===== src/rtl/cv_tmds_dec_if.sv =====
// TMDS decoder link bundle: deserializer word in, bitslip request back,
// lock status and registered decode results (de, ctl, dout) out.
// master = word source / result consumer, slave = decoder.
// Optional err_cnt member when TMDS_DEC_ERRCNT_EN is defined.
interface cv_tmds_dec_if;
    logic [9:0] din;
    logic       bitslip;
    logic       locked;
    logic       de;
    logic [1:0] ctl;
    logic [7:0] dout;
`ifdef TMDS_DEC_ERRCNT_EN
    logic [15:0] err_cnt;

    modport master (
        output din,
        input  bitslip, locked, de, ctl, dout, err_cnt
    );
    modport slave (
        input  din,
        output bitslip, locked, de, ctl, dout, err_cnt
    );
`else
    modport master (
        output din,
        input  bitslip, locked, de, ctl, dout
    );
    modport slave (
        input  din,
        output bitslip, locked, de, ctl, dout
    );
`endif
endinterface


===== src/rtl/cv_tmds_dec.sv =====
// TMDS channel decoder with word-alignment FSM (SEARCH/SLIP/WAIT/LOCKED).
// Ports: clk, reset (async, active high), din[9:0] in; bitslip, locked,
// de, ctl[1:0], dout[7:0] out; err_cnt[15:0] out with TMDS_DEC_ERRCNT_EN.
// Parameters: LOCK_TOKENS, SEARCH_LEN, SLIP_WAIT.
module cv_tmds_dec_core #(
    parameter int LOCK_TOKENS = 16,
    parameter int SEARCH_LEN  = 4096,
    parameter int SLIP_WAIT   = 8
) (
    input  logic         clk,
    input  logic         reset,
    cv_tmds_dec_if.slave bus
);
    localparam int RW = $clog2(LOCK_TOKENS) + 1;
    localparam int TW = $clog2(SEARCH_LEN) + 1;
    localparam int WW = $clog2(SLIP_WAIT) + 1;

    localparam logic [RW-1:0] R_MAX  = RW'(LOCK_TOKENS);
    localparam logic [TW-1:0] T_LAST = TW'(SEARCH_LEN - 1);
    localparam logic [WW-1:0] W_LAST = WW'(SLIP_WAIT - 1);

    typedef enum logic [1:0] {
        SEARCH = 2'd0,
        SLIP   = 2'd1,
        WAIT   = 2'd2,
        LOCKED = 2'd3
    } state_t;

    state_t        state, state_nxt;
    logic [RW-1:0] run_cnt, run_nxt;
    logic [TW-1:0] timer, timer_nxt;
    logic [WW-1:0] wait_cnt, wait_nxt;
    logic          drop;

    logic          tok;
    logic [1:0]    tok_code;
    logic [7:0]    q;
    logic [7:0]    dec;

    logic          de_r;
    logic [1:0]    ctl_r;
    logic [7:0]    dout_r;

    // Control token recognition
    always_comb begin
        tok      = 1'b1;
        tok_code = 2'b00;
        case (bus.din)
            10'b1101010100: tok_code = 2'b00;
            10'b0010101011: tok_code = 2'b01;
            10'b0101010100: tok_code = 2'b10;
            10'b1010101011: tok_code = 2'b11;
            default:        tok      = 1'b0;
        endcase
    end

    // TMDS data decode: undo optional inversion, then undo XOR/XNOR chain
    always_comb begin
        q      = bus.din[9] ? ~bus.din[7:0] : bus.din[7:0];
        dec    = 8'h00;
        dec[0] = q[0];
        for (int i = 1; i < 8; i++) begin
            dec[i] = bus.din[8] ? (q[i] ^ q[i-1]) : ~(q[i] ^ q[i-1]);
        end
    end

    // Next-state logic
    always_comb begin
        state_nxt = state;
        run_nxt   = run_cnt;
        timer_nxt = timer;
        wait_nxt  = wait_cnt;
        drop      = 1'b0;
        case (state)
            SEARCH: begin
                if (tok) begin
                    run_nxt = (run_cnt == R_MAX) ? run_cnt : run_cnt + 1'b1;
                end else begin
                    run_nxt = '0;
                end
                timer_nxt = timer + 1'b1;
                // Lock takes priority over a coincident timeout
                if (tok && run_nxt == R_MAX) begin
                    state_nxt = LOCKED;
                    timer_nxt = '0;
                end else if (timer == T_LAST) begin
                    state_nxt = SLIP;
                end
            end
            SLIP: begin
                state_nxt = WAIT;
                wait_nxt  = '0;
            end
            WAIT: begin
                if (wait_cnt == W_LAST) begin
                    state_nxt = SEARCH;
                    run_nxt   = '0;
                    timer_nxt = '0;
                end else begin
                    wait_nxt = wait_cnt + 1'b1;
                end
            end
            LOCKED: begin
                if (tok) begin
                    timer_nxt = '0;
                end else if (timer == T_LAST) begin
                    // Lost alignment: re-search without slipping first
                    state_nxt = SEARCH;
                    run_nxt   = '0;
                    timer_nxt = '0;
                    drop      = 1'b1;
                end else begin
                    timer_nxt = timer + 1'b1;
                end
            end
            default: begin
                state_nxt = SEARCH;
                run_nxt   = '0;
                timer_nxt = '0;
            end
        endcase
    end

    always_ff @(posedge clk or posedge reset) begin
        if (reset) begin
            state    <= SEARCH;
            run_cnt  <= '0;
            timer    <= '0;
            wait_cnt <= '0;
        end else begin
            state    <= state_nxt;
            run_cnt  <= run_nxt;
            timer    <= timer_nxt;
            wait_cnt <= wait_nxt;
        end
    end

    // Outputs follow the lock status they are presented with
    always_ff @(posedge clk or posedge reset) begin
        if (reset) begin
            de_r   <= 1'b0;
            ctl_r  <= 2'b00;
            dout_r <= 8'h00;
        end else if (state_nxt == LOCKED) begin
            if (tok) begin
                de_r  <= 1'b0;
                ctl_r <= tok_code;
            end else begin
                de_r   <= 1'b1;
                dout_r <= dec;
            end
        end else begin
            de_r   <= 1'b0;
            ctl_r  <= 2'b00;
            dout_r <= 8'h00;
        end
    end

`ifdef TMDS_DEC_ERRCNT_EN
    logic [15:0] err_r;

    always_ff @(posedge clk or posedge reset) begin
        if (reset) begin
            err_r <= 16'h0000;
        end else if (drop && err_r != 16'hFFFF) begin
            err_r <= err_r + 16'h0001;
        end
    end

    assign bus.err_cnt = err_r;
`endif

    assign bus.bitslip = (state == SLIP);
    assign bus.locked  = (state == LOCKED);
    assign bus.de      = de_r;
    assign bus.ctl     = ctl_r;
    assign bus.dout    = dout_r;
endmodule

module cv_tmds_dec #(
    parameter int LOCK_TOKENS = 16,
    parameter int SEARCH_LEN  = 4096,
    parameter int SLIP_WAIT   = 8
) (
    input  logic        clk,
    input  logic        reset,
    input  logic [9:0]  din,
    output logic        bitslip,
    output logic        locked,
    output logic        de,
    output logic [1:0]  ctl,
`ifdef TMDS_DEC_ERRCNT_EN
    output logic [15:0] err_cnt,
`endif
    output logic [7:0]  dout
);
    cv_tmds_dec_if bus ();

    assign bus.din = din;
    assign bitslip = bus.bitslip;
    assign locked  = bus.locked;
    assign de      = bus.de;
    assign ctl     = bus.ctl;
    assign dout    = bus.dout;
`ifdef TMDS_DEC_ERRCNT_EN
    assign err_cnt = bus.err_cnt;
`endif

    cv_tmds_dec_core #(
        .LOCK_TOKENS (LOCK_TOKENS),
        .SEARCH_LEN  (SEARCH_LEN),
        .SLIP_WAIT   (SLIP_WAIT)
    ) u_core (
        .clk   (clk),
        .reset (reset),
        .bus   (bus.slave)
    );
endmodule


===== config.mk =====
export PLATFORM = sky130hd
export DESIGN_NAME = cv_tmds_dec
export DESIGN_NICKNAME = d
export VERILOG_FILES = /design/src/rtl/cv_tmds_dec_if.sv /design/src/rtl/cv_tmds_dec.sv
export SDC_FILE = /design/constraint.sdc
export NUM_CORES = 1
export LEC_CHECK = 0
export ABC_AREA = 1
export CAP_MARGIN = 0
export CELL_PAD_IN_SITES_DETAIL_PLACEMENT = 0
export CELL_PAD_IN_SITES_GLOBAL_PLACEMENT = 1
export CORE_ASPECT_RATIO = 1.4
export CORE_UTILIZATION = 45
export DETAILED_ROUTE_END_ITERATION = 10
export DONT_BUFFER_PORTS = 1
export PLACE_DENSITY_LB_ADDON = 0.25
export RECOVER_POWER = 100
export SLEW_MARGIN = 15
export SYNTH_ARGS = -nofsm -noshare
export SYNTH_HDL_FRONTEND = slang
export SYNTH_SLANG_ARGS = --single-unit

===== constraint.sdc =====
create_clock -name clk -period 3.6 [get_ports clk]
set_input_delay 0.9 -clock clk [delete_from_list [all_inputs] [get_ports clk]]
set_output_delay 0.9 -clock clk [all_outputs]
set_load 0.05 [all_outputs]

==> impl_results.md, run 1 <==
* Syn. warnings at 0
* Final Util at 0.503
* Inserted Clock Buffers at 5
* Fmax at 358 MHz
* Metal3 WL at 180 um
* WL final at 5110 um
* Post-synth EDFFs at 0
* Setup Crit Path Kind: in -> reg
* Async set or reset register ratio after synthesis at 1.00
* 1st-iter DRT viols at 90
* Clock buffer depth at 2
* Vias at 2,053
* Routed len/inst at 12.6 um
* Worst-margin pin slew at 1.93 ns
* Post-Synthesis Cells at 342
* Pwr dens at 410 nW/um^2
* Synth cell types at 24
* Adder-cell share of the synthesized area at 0.0317
* Die width at 63.3 um
* Layout cells sized above 1 at 0.0585
* Synth Area in Compound Gates at 0.0391
* Synth area leaders: dfrtp_1, nand2_1, nand3_1
* Top cell type's share of synthesized area at 0.369
* Post-route ant nets at 0
* DRC Markers at 0
* Cell with the most instances after synthesis: nand2_1
* Hold buffer count at CTS at 0
* Initial antenna violation count at 0
* H-tree lvl count at 2
* I/O Pins at 25
* Violated checks: capacitance limit, slew limit
* Syn avg cell area at 6.93 sq um
* Synth Net Count at 360
* Top_reg_cell synth: dfrtp_1
* Rel. slew slack at -0.289
* CTS root buffer: clkbuf_8
* Metal-1 WL at 2080 um
* Critical Path RT at 3.76 ns
* Worst hold path type: reg -> reg
* Post_cts resized at 0
* Met2 Wirelength at 2790 um
* Crit end category: flop
* Top Metal Used: met4
* CTS tree: done
* Largest family of logic cells by synthesized area: simple AND/OR/NAND/NOR gates
* Skew final at 0.00407 ns
* Gpl congestion at 0.757
* # diodes at 0
* Post-synth top area cell: dfrtp_1
* Post-synthesis cell area at 2370 sq um
* Final setup viols at 0
* PortBufs at 0
* Vias per cell at 5.06
* Setup TNS at 0 ns
* Fin crit share at 0.776
* Worst setup SP type: input pin
* Postcts setup bufs at 0
* Clock Latency Late Sink at 0.28 ns
* Max-Cap Viols at 1
* Largest net degree at the start of global routing at 36
* Final Hold Vio Count at 0
* Core area at 4950 sq um
* Drt pass-1 iters at 4
* Mux share of post-synthesis cell area at 0
* Hpwl dp at 3730 um
* Initial Utilization at 0.479
* Crit path max fanout at 19
* Pleak at 0.00140 uW
* Post-synth top cells: nand2_1, nand3_1, inv_1
* Clock transition at the registers of the reported paths at 0.07 ns
* RSZ-0062 raised after global routing: false
* Tmin final at 2.79 ns
* Final Max Tran Viols at 36
* Die Y at 87.9 um
* Post-synthesis simple-gate area fraction at 0.388
* Sequential element share of the synthesized area at 0.369
* Gr usage total at 0.205
* Synth Area in XOR/XNOR at 0.0850
* Vias in the first global route at 2,033
* Power Total at 1020 uW
* CTS sink count at 35
* First-pass GRT wire length at 9050 um
* Area delta synth->final at 5.17%
* CP arrival at 2.95 ns
* # rows at 30
* Total global routing overflow at 0
* Die area at 5570 sq um
* Worst vdd ir at 0.208 mV
* Status: finished, violations left
* Synth Register Bits at 35
* Layout Nets at 360
==> sequential cells by signal, summed over array words and instances, names as in the netlist <==
signal           count
u_core.bus.ctl       2
u_core.bus.de        1
u_core.run_cnt       5
u_core.bus.dout      8
u_core.state         2
u_core.wait_cnt      4
u_core.timer        13
==> layer usage <==
layer  vias up  track usage
met5         -            0
met1       950        0.219
met2        26        0.401
li1       1072            -
met3         5       0.0404
met4         0       0.0620
==> worst paths after layout <==
path | to | from | slack (ns) | cells past startpoint
setup / recovery | u_core.bus.dout[7]$_DFFE_PP0P_ | din[0] | 0.81 | 12
hold / removal | u_core.wait_cnt[1]$_DFFE_PP0P_ | u_core.wait_cnt[1]$_DFFE_PP0P_ | 0.52 | 2
setup reg to reg | u_core.bus.dout[7]$_DFFE_PP0P_ | u_core.state[1]$_DFF_PP0_ | 0.88 | 8
hold reg to reg | u_core.wait_cnt[1]$_DFFE_PP0P_ | u_core.wait_cnt[1]$_DFFE_PP0P_ | 0.52 | 2
max in group asynchronous | u_core.timer[2]$_DFFE_PP0P_ | reset | 1.29 | 2
min in group asynchronous | u_core.bus.dout[2]$_DFFE_PP0P_ | reset | 1.20 | 2
==> cell families (layout without fill, tap and decap cells) <==
kind of cell,after synthesis,after routing
AO/OA/AOI/OAI,15,15
XOR/XNOR,23,23
adder cells (fa/ha/maj),6,6
buffers and inverters,52,52
flip-flops,35,35
AND/OR/NAND/NOR,211,211
==> final cells by class <==
cell class	instances	area (sq um)
sequential	35	876
inverter	42	158
fill	527	2460
timing repair buffer	3	15.0
tap	64	80.1
clock inverter	1	5.00
multi-input combinational	255	1280
clock buffer	6	82.6
==> per-stage QoR <==
step	hold WS, ns	std cells	setup WS [ns]	cell area (sq um)
2_1_floorplan	0.475	342	1.40	2370
3_3_place_gp	0.505	399	1.01	2430
3_5_place_dp	0.509	399	0.963	2430
4_1_cts	0.529	406	1.18	2510
5_1_grt	0.580	406	0.523	2490
6_report	0.517	406	0.807	2490
==> critical path: stages <==
cell and delay (ns):
inv_1 0.02, ha_1 0.18, nand2_1 0.06, nor2_1 0.04, nand2_2 0.06, nand2_1 0.34
nand2_2 0.14, nand2_1 0.11, nor2_1 0.58, o21ai_4 0.27, nand3_1 0.15, nand2_1 0.08
==> cells in the final DEF, fill, tap and decap left out, types with 2 or more instances in the layout <==
cell / netlist / routed
ha_1: 6 / 6
nor2_1: 23 / 24
nand2_1: 120 / 122
dfrtp_1: 35 / 35
o21ai_0: 11 / 11
inv_1: 40 / 41
xor2_1: 21 / 21
xnor2_1: 2 / 2
nor2_2: 5 / 4
nand2_2: 4 / 3
clkbuf_1: 5 / 2
nand3_1: 45 / 45
clkbuf_8: 0 / 6
nand4_1: 11 / 11
==> where the power goes <==
group,total [uW],leakage (uW),switching [uW],internal (uW)
Combinational,179,0.000926,102,76.4
Sequential,555,0.000421,112,443
Clock,289,0.0000470,139,150
Total,1020,0.00140,353,670
Power figures use the tool's default switching activity.
==> inputs of run 2 (changes only) <==
CORE_UTILIZATION = 41   (was 45)
clock period = 2.5 ns   (was 3.6 ns; I/O delays follow)
==> run 2 against run 1 <==
  * The run still ends with capacitance limit, slew limit left
  * Sequential power is 44% higher
  * Sequential share of layout area down 0.89 points
  * Worst setup slack lost 0.38 ns
  * Critical endpoint is now locked
  * Largest cell class unchanged
==> impl_results.md, run 2 (synthesis gave the netlist of run 1 again) <==
* Fin crit share at 0.828
* Critical-path cell list: nand2_1, inv_1, clkbuf_2
* # rows at 32 (+6.7%)
* CTS root buffer: clkbuf_8
* I/O Pins at 25 (unchanged)
* Worst vdd ir at 0.243 mV (+17%)
* Drt pass-1 iters at 4 (unchanged)
* Layout cells sized above 1 at 0.0771 (+0.0187)
* Routed len/inst at 12.5 um (-0.34%)
* Postcts setup bufs at 0 (unchanged)
* Slowest CP cell: dfrtp_1
* Gr usage total at 0.199 (-0.00662)
* Clock buffer depth at 2 (unchanged)
* Fin area at 2560 sq um (+2.6%)
* WL final at 5240 um (+2.6%)
* Gpl congestion at 0.811 (+7.1%)
* Max reg flops at 13 (unchanged)
* Area delta synth->final at 7.92%
* Placed Area at 2480 sq um (+2.4%)
* RSZ-0062 raised after global routing: false
* Pleak at 0.00143 uW (+2.2%)
* Core area at 5530 sq um (+12%)
* Hpwl dp at 3820 um (+2.2%)
* DRC Markers at 0 (unchanged)
* Crit path max-delay family: buffers and inverters
* Top reg by flops: u_core.timer
* CTS sink count at 35 (unchanged)
* Tmin final at 2.07 ns
* Setup TNS at 0 ns (unchanged)
* Fill cells at 607 (+15%)
* Multi-input gate area at 1280 sq um (about the same)
* Power Total at 1520 uW (+49%)
* Worst-margin pin slew at 1.91 ns (-0.0225 ns)
* Initial antenna violation count at 0 (unchanged)
* Worst stage delay on the critical path at 0.44 ns (-0.14 ns)
* Worst path bufs/invs at 2 (+1)
* Commonest non-fill, non-tap cell in the layout: nand2_1
* Worst hold path type: reg -> reg
* Initial Utilization at 0.429 (-0.0494)
* Fmax at 483 MHz
* Clock transition at the registers of the reported paths at 0.07 ns (about the same)
* Pwr dens at 594 nW/um^2 (+45%)
* Crit end category: primary output
* Critical Path Stages at 3 (-9)
* Die area at 6100 sq um (+9.5%)
* R2R setup slack at 0.44 ns (-0.44 ns)
* Final Util at 0.463 (-0.0402)
* H-tree lvl count at 2 (unchanged)
* Clock Latency Late Sink at 0.29 ns (about the same)
* Die width at 66.3 um (+4.6%)
* Max-Cap Viols at 1 (unchanged)
* Reg2Reg Depth at 10 (+2)
* Skew final at 0.00717 ns (+0.00310 ns)
* Die Y at 92.0 um (+4.7%)
* Setup Crit Path Kind: reg -> out
* Final Hold Vio Count at 0 (unchanged)
* CTS tree: done
* Total global routing overflow at 0 (unchanged)
* Final Max Tran Viols at 36 (unchanged)
* First-pass GRT wire length at 9290 um (+2.7%)
* Crit path max fanout at 9 (-10)
* Status: finished, violations left
* Reg area at 876 sq um (unchanged)
* Inserted Clock Buffers at 5 (unchanged)
* Critical Path RT at 1.88 ns (-1.88 ns)
* Post-route ant nets at 0 (unchanged)
* RR Startpoint: u_core.timer[0]$_DFFE_PP0P_
* Violated checks: capacitance limit, slew limit
* Post_cts resized at 0 (unchanged)
* Most frequent cells in the layout: nand2_1, nand3_1, inv_1
* CP Capture Point: locked
* Largest net degree at the start of global routing at 36 (unchanged)
* Worst setup SP type: flop
* CP startpoint: u_core.state[1]$_DFF_PP0_
* Vias per cell at 4.85 (-4.1%)
* Rel. slew slack at -0.274 (+0.0150)
* Vias in the first global route at 2,057 (+1.2%)
* Final setup viols at 0 (unchanged)
* Reg2reg end: u_core.run_cnt[3]$_DFFE_PP0P_
* 1st-iter DRT viols at 58 (-36%)
* Hold Path Cell Cnt at 2 (unchanged)
* CP arrival at 1.44 ns (-1.51 ns)
* Layout Nets at 367 (+1.9%)
* Vias at 2,028 (-1.2%)
* PortBufs at 0 (unchanged)
* # diodes at 0 (unchanged)
* Hold buffer count at CTS at 0 (unchanged)
==> run 2: worst min-delay path by stage <==
stage | start | to | slack, ns
3_3_place_gp | u_core.wait_cnt[1]$_DFFE_PP0P_ | u_core.wait_cnt[1]$_DFFE_PP0P_ | 0.50
5_1_grt | din[3] | u_core.bus.dout[4]$_DFFE_PP0P_ | 0.54
3_5_place_dp | u_core.wait_cnt[1]$_DFFE_PP0P_ | u_core.wait_cnt[1]$_DFFE_PP0P_ | 0.50
6_report | u_core.wait_cnt[1]$_DFFE_PP0P_ | u_core.wait_cnt[1]$_DFFE_PP0P_ | 0.52
2_1_floorplan | u_core.wait_cnt[1]$_DFFE_PP0P_ | u_core.wait_cnt[1]$_DFFE_PP0P_ | 0.48
4_1_cts | reset | u_core.bus.dout[2]$_DFFE_PP0P_ | 0.34
==> run 2: tightest hold or removal path: stages (launching register included) <==
cell and delay (ns):
dfrtp_1 0.37, nand2_1 0.06, nand2_1 0.06
==> run 2: routing by layer <==
metal	up-vias	track usage	routed length, um
met4	0	0.0691	87
li1	1083	-	-
met1	909	0.241	2310
met5	-	0	0
met3	6	0.0423	192
met2	30	0.340	2660
==> run 2: layout make-up <==
cell class              instances  area share
well taps                      68      0.0333
inverters                      42      0.0616
clock buffers                   8      0.0391
multi-input cells             255       0.500
flip-flops and latches         35       0.342
repair buffers                 10      0.0240
==> run 2: where the power goes <==
part / internal (uW) / switching, uW / total (uW) / leakage [uW]
sequential: 638 / 161 / 799 / 0.000421
combinational: 111 / 150 / 260 / 0.000953
clock: 252 / 210 / 461 / 0.0000515
==> run 2: metrics by stage <==
step,cells,hold slack [ns],setup WS (ns)
after floorplan,342,0.475,0.579
after global placement,410,0.497,0.350
after detailed placement,410,0.496,0.321
after CTS,418,0.335,0.421
after global routing,418,0.536,0.0909
final,418,0.516,0.430
==> inputs of run 3 (changes only) <==
clock period = 1.8 ns   (was 2.5 ns; I/O delays follow)
==> run 3 against run 2 <==
  * Clock skew fell by 0.0029 ns
  * Largest power group unchanged
  * The run ends with setup timing left
  * Die area did not move
  * Via count rose by 8.2%
  * Power rose by 46%
  * Clock power rose by 40%
==> impl_results.md, run 3 (synthesis gave the netlist of run 1 again) <==
* Crit path max fanout at 19 (+10)
* CP arrival at 2.03 ns (+0.59 ns)
* Clock buffer depth at 2 (unchanged)
* Status: finished, violations left
* CTS sink count at 35 (unchanged)
* Clock Latency Late Sink at 0.29 ns (about the same)
* Skew final at 0.00426 ns (-0.00291 ns)
* 1st-iter DRT viols at 70 (+21%)
* Max-Cap Viols at 0 (-1)
* Power Total at 2220 uW (+46%)
* Core area at 5530 sq um (unchanged)
* Setup Crit Path Kind: reg -> reg
* Reg2Reg Depth at 15 (+5)
* Violated checks: setup timing
* Worst-margin pin slew at 0.898 ns (-1.01 ns)
* Top reg by flops: u_core.timer
* H-tree lvl count at 2 (unchanged)
* Pleak at 0.00159 uW (+11%)
* Reg2reg end: u_core.bus.dout[1]$_DFFE_PP0P_
* CTS root buffer: clkbuf_8
* Worst Hold Slack at 0.315 ns (-0.201 ns)
* I/O Pins at 25 (unchanged)
* Layout Nets at 393 (+7.1%)
* Vias per cell at 4.94 (+1.9%)
* Vias at 2,195 (+8.2%)
* Fmax at 555 MHz
* Inserted Clock Buffers at 5 (unchanged)
* Die width at 66.3 um (unchanged)
* Fin crit share at 1.00
* Pwr dens at 746 nW/um^2 (+26%)
* Setup TNS at -0.00549 ns (-0.00549 ns)
* Final Max Tran Viols at 0 (-100%)
* Internal Power at 1450 uW (+45%)
* First-pass GRT wire length at 9960 um (+7.2%)
* Seq pwr share at 0.482 (-0.043)
* Initial antenna violation count at 0 (unchanged)
* Clock power frac at 0.291 (-0.012)
* Largest net degree at the start of global routing at 36 (unchanged)
* Post-route ant nets at 0 (unchanged)
* Commonest non-fill, non-tap cell in the layout: nand2_1
* Worst slack at placement at -0.117 ns (-0.439 ns)
* Total global routing overflow at 0 (unchanged)
* Most frequent cells in the layout: nand2_1, inv_1, dfrtp_1
* Rel. slew slack at 0.401 (+0.676)
* Gpl congestion at 0.806 (-0.59%)
* Critical Path RT at 2.03 ns (+0.15 ns)
* Drt pass-1 iters at 4 (unchanged)
* Die Y at 92.0 um (unchanged)
* DRC Markers at 0 (unchanged)
* # rows at 32 (unchanged)
* Tmin final at 1.80 ns
* Vias in the first global route at 2,182 (+6.1%)
* R2R setup slack at -0.003 ns (-0.44 ns)
* Switching Fraction at 0.345 (+0.00350)
* Sw Pwr at 768 uW (+48%)
* Max reg flops at 13 (unchanged)
* CTS tree: done
* Final Hold Vio Count at 0 (unchanged)
* Gr usage total at 0.219 (+0.0200)
* Routed len/inst at 13.3 um (+6.1%)
* Crit end category: flop
* Comb pwr share at 0.227 (+0.056)
* Layout cells sized above 1 at 0.237 (+0.160)
* Worst hold path type: in -> async
* Hold buffer count at CTS at 0 (unchanged)
* PortBufs at 0 (unchanged)
* # diodes at 0 (unchanged)
* Area delta synth->final at 25.6%
* Worst setup SP type: flop
* Slack of the critical path at -0.00322 ns (-0.434 ns)
* Clock transition at the registers of the reported paths at 0.07 ns (about the same)
* WL final at 5910 um (+13%)
* Final setup viols at 2 (+2)
* RR Startpoint: u_core.run_cnt[0]$_DFFE_PP0P_
* Initial Utilization at 0.429 (unchanged)
* Die area at 6100 sq um (unchanged)
* RSZ-0062 raised after global routing: true
* Worst vdd ir at 0.399 mV (+64%)
* Hpwl dp at 4260 um (+12%)
run 3: layer usage:
layer  GRT usage  part of all wire
met1       0.235              0.41
met5           0                 0
met2       0.410              0.54
met4      0.0691             0.016
met3      0.0460             0.033
run 3: timing repair:
action                                  4_1_cts  5_1_grt
gates resized for setup                       8       34
buffers inserted                              1        2
pin swaps                                     2        9
endpoints found under the setup margin       22       28
gates cloned                                  1        0
run 3: power by group through the flow:
stage / registers [uW] / clock network (uW) / logic (uW)
final: 1070 / 647 / 505
after global routing: 1080 / 711 / 590
after CTS: 1070 / 664 / 497
after detailed placement: 1080 / 0 / 496
after global placement: 1080 / 0 / 484
after floorplan: 1090 / 0 / 314
run 3: worst max-delay path, stage by stage (launching register included):
cell     delay (ns)
dfrtp_1        0.42
inv_2          0.10
ha_4           0.13
nand2_2        0.06
inv_2          0.06
nand2_2        0.06
nand2_2        0.08
nand2_4        0.06
nor2_1         0.09
nand2_1        0.07
nor2_2         0.11
nand3_2        0.11
o21ai_4        0.09
buf_12         0.16
nand3_1        0.07
nand2_1        0.08
run 3: metrics by stage:
step                      instances   util  cell area [sq um]
final                           444  0.539               2980
after global routing            444  0.539               2980
after CTS                       442  0.514               2840
after detailed placement        432  0.484               2670
after global placement          432  0.484               2670
after floorplan                 342      -               2370
run 3: area by class of cell:
type | count | area [sq um]
fillers | 561 | 2550
well taps | 68 | 85.1
repair buffers | 36 | 327
inverters | 42 | 158
flip-flops and latches | 35 | 876
multi-input cells | 255 | 1430
clock buffers | 8 | 100
run 3: worst max path at each step:
stage,from,endpoint,slack [ns],depth (start not counted)
6_report,u_core.run_cnt[0]$_DFFE_PP0P_,u_core.bus.dout[1]$_DFFE_PP0P_,-0.003,15
5_1_grt,u_core.timer[7]$_DFFE_PP0P_,u_core.bus.dout[5]$_DFFE_PP0P_,-0.17,10
3_3_place_gp,u_core.timer[0]$_DFFE_PP0P_,u_core.bus.dout[7]$_DFFE_PP0P_,-0.07,9
4_1_cts,u_core.run_cnt[0]$_DFFE_PP0P_,u_core.bus.dout[1]$_DFFE_PP0P_,-0.03,15
2_1_floorplan,u_core.timer[0]$_DFFE_PP0P_,u_core.bus.dout[0]$_DFFE_PP0P_,0.0002,11
3_5_place_dp,din[0],u_core.bus.dout[5]$_DFFE_PP0P_,-0.12,11
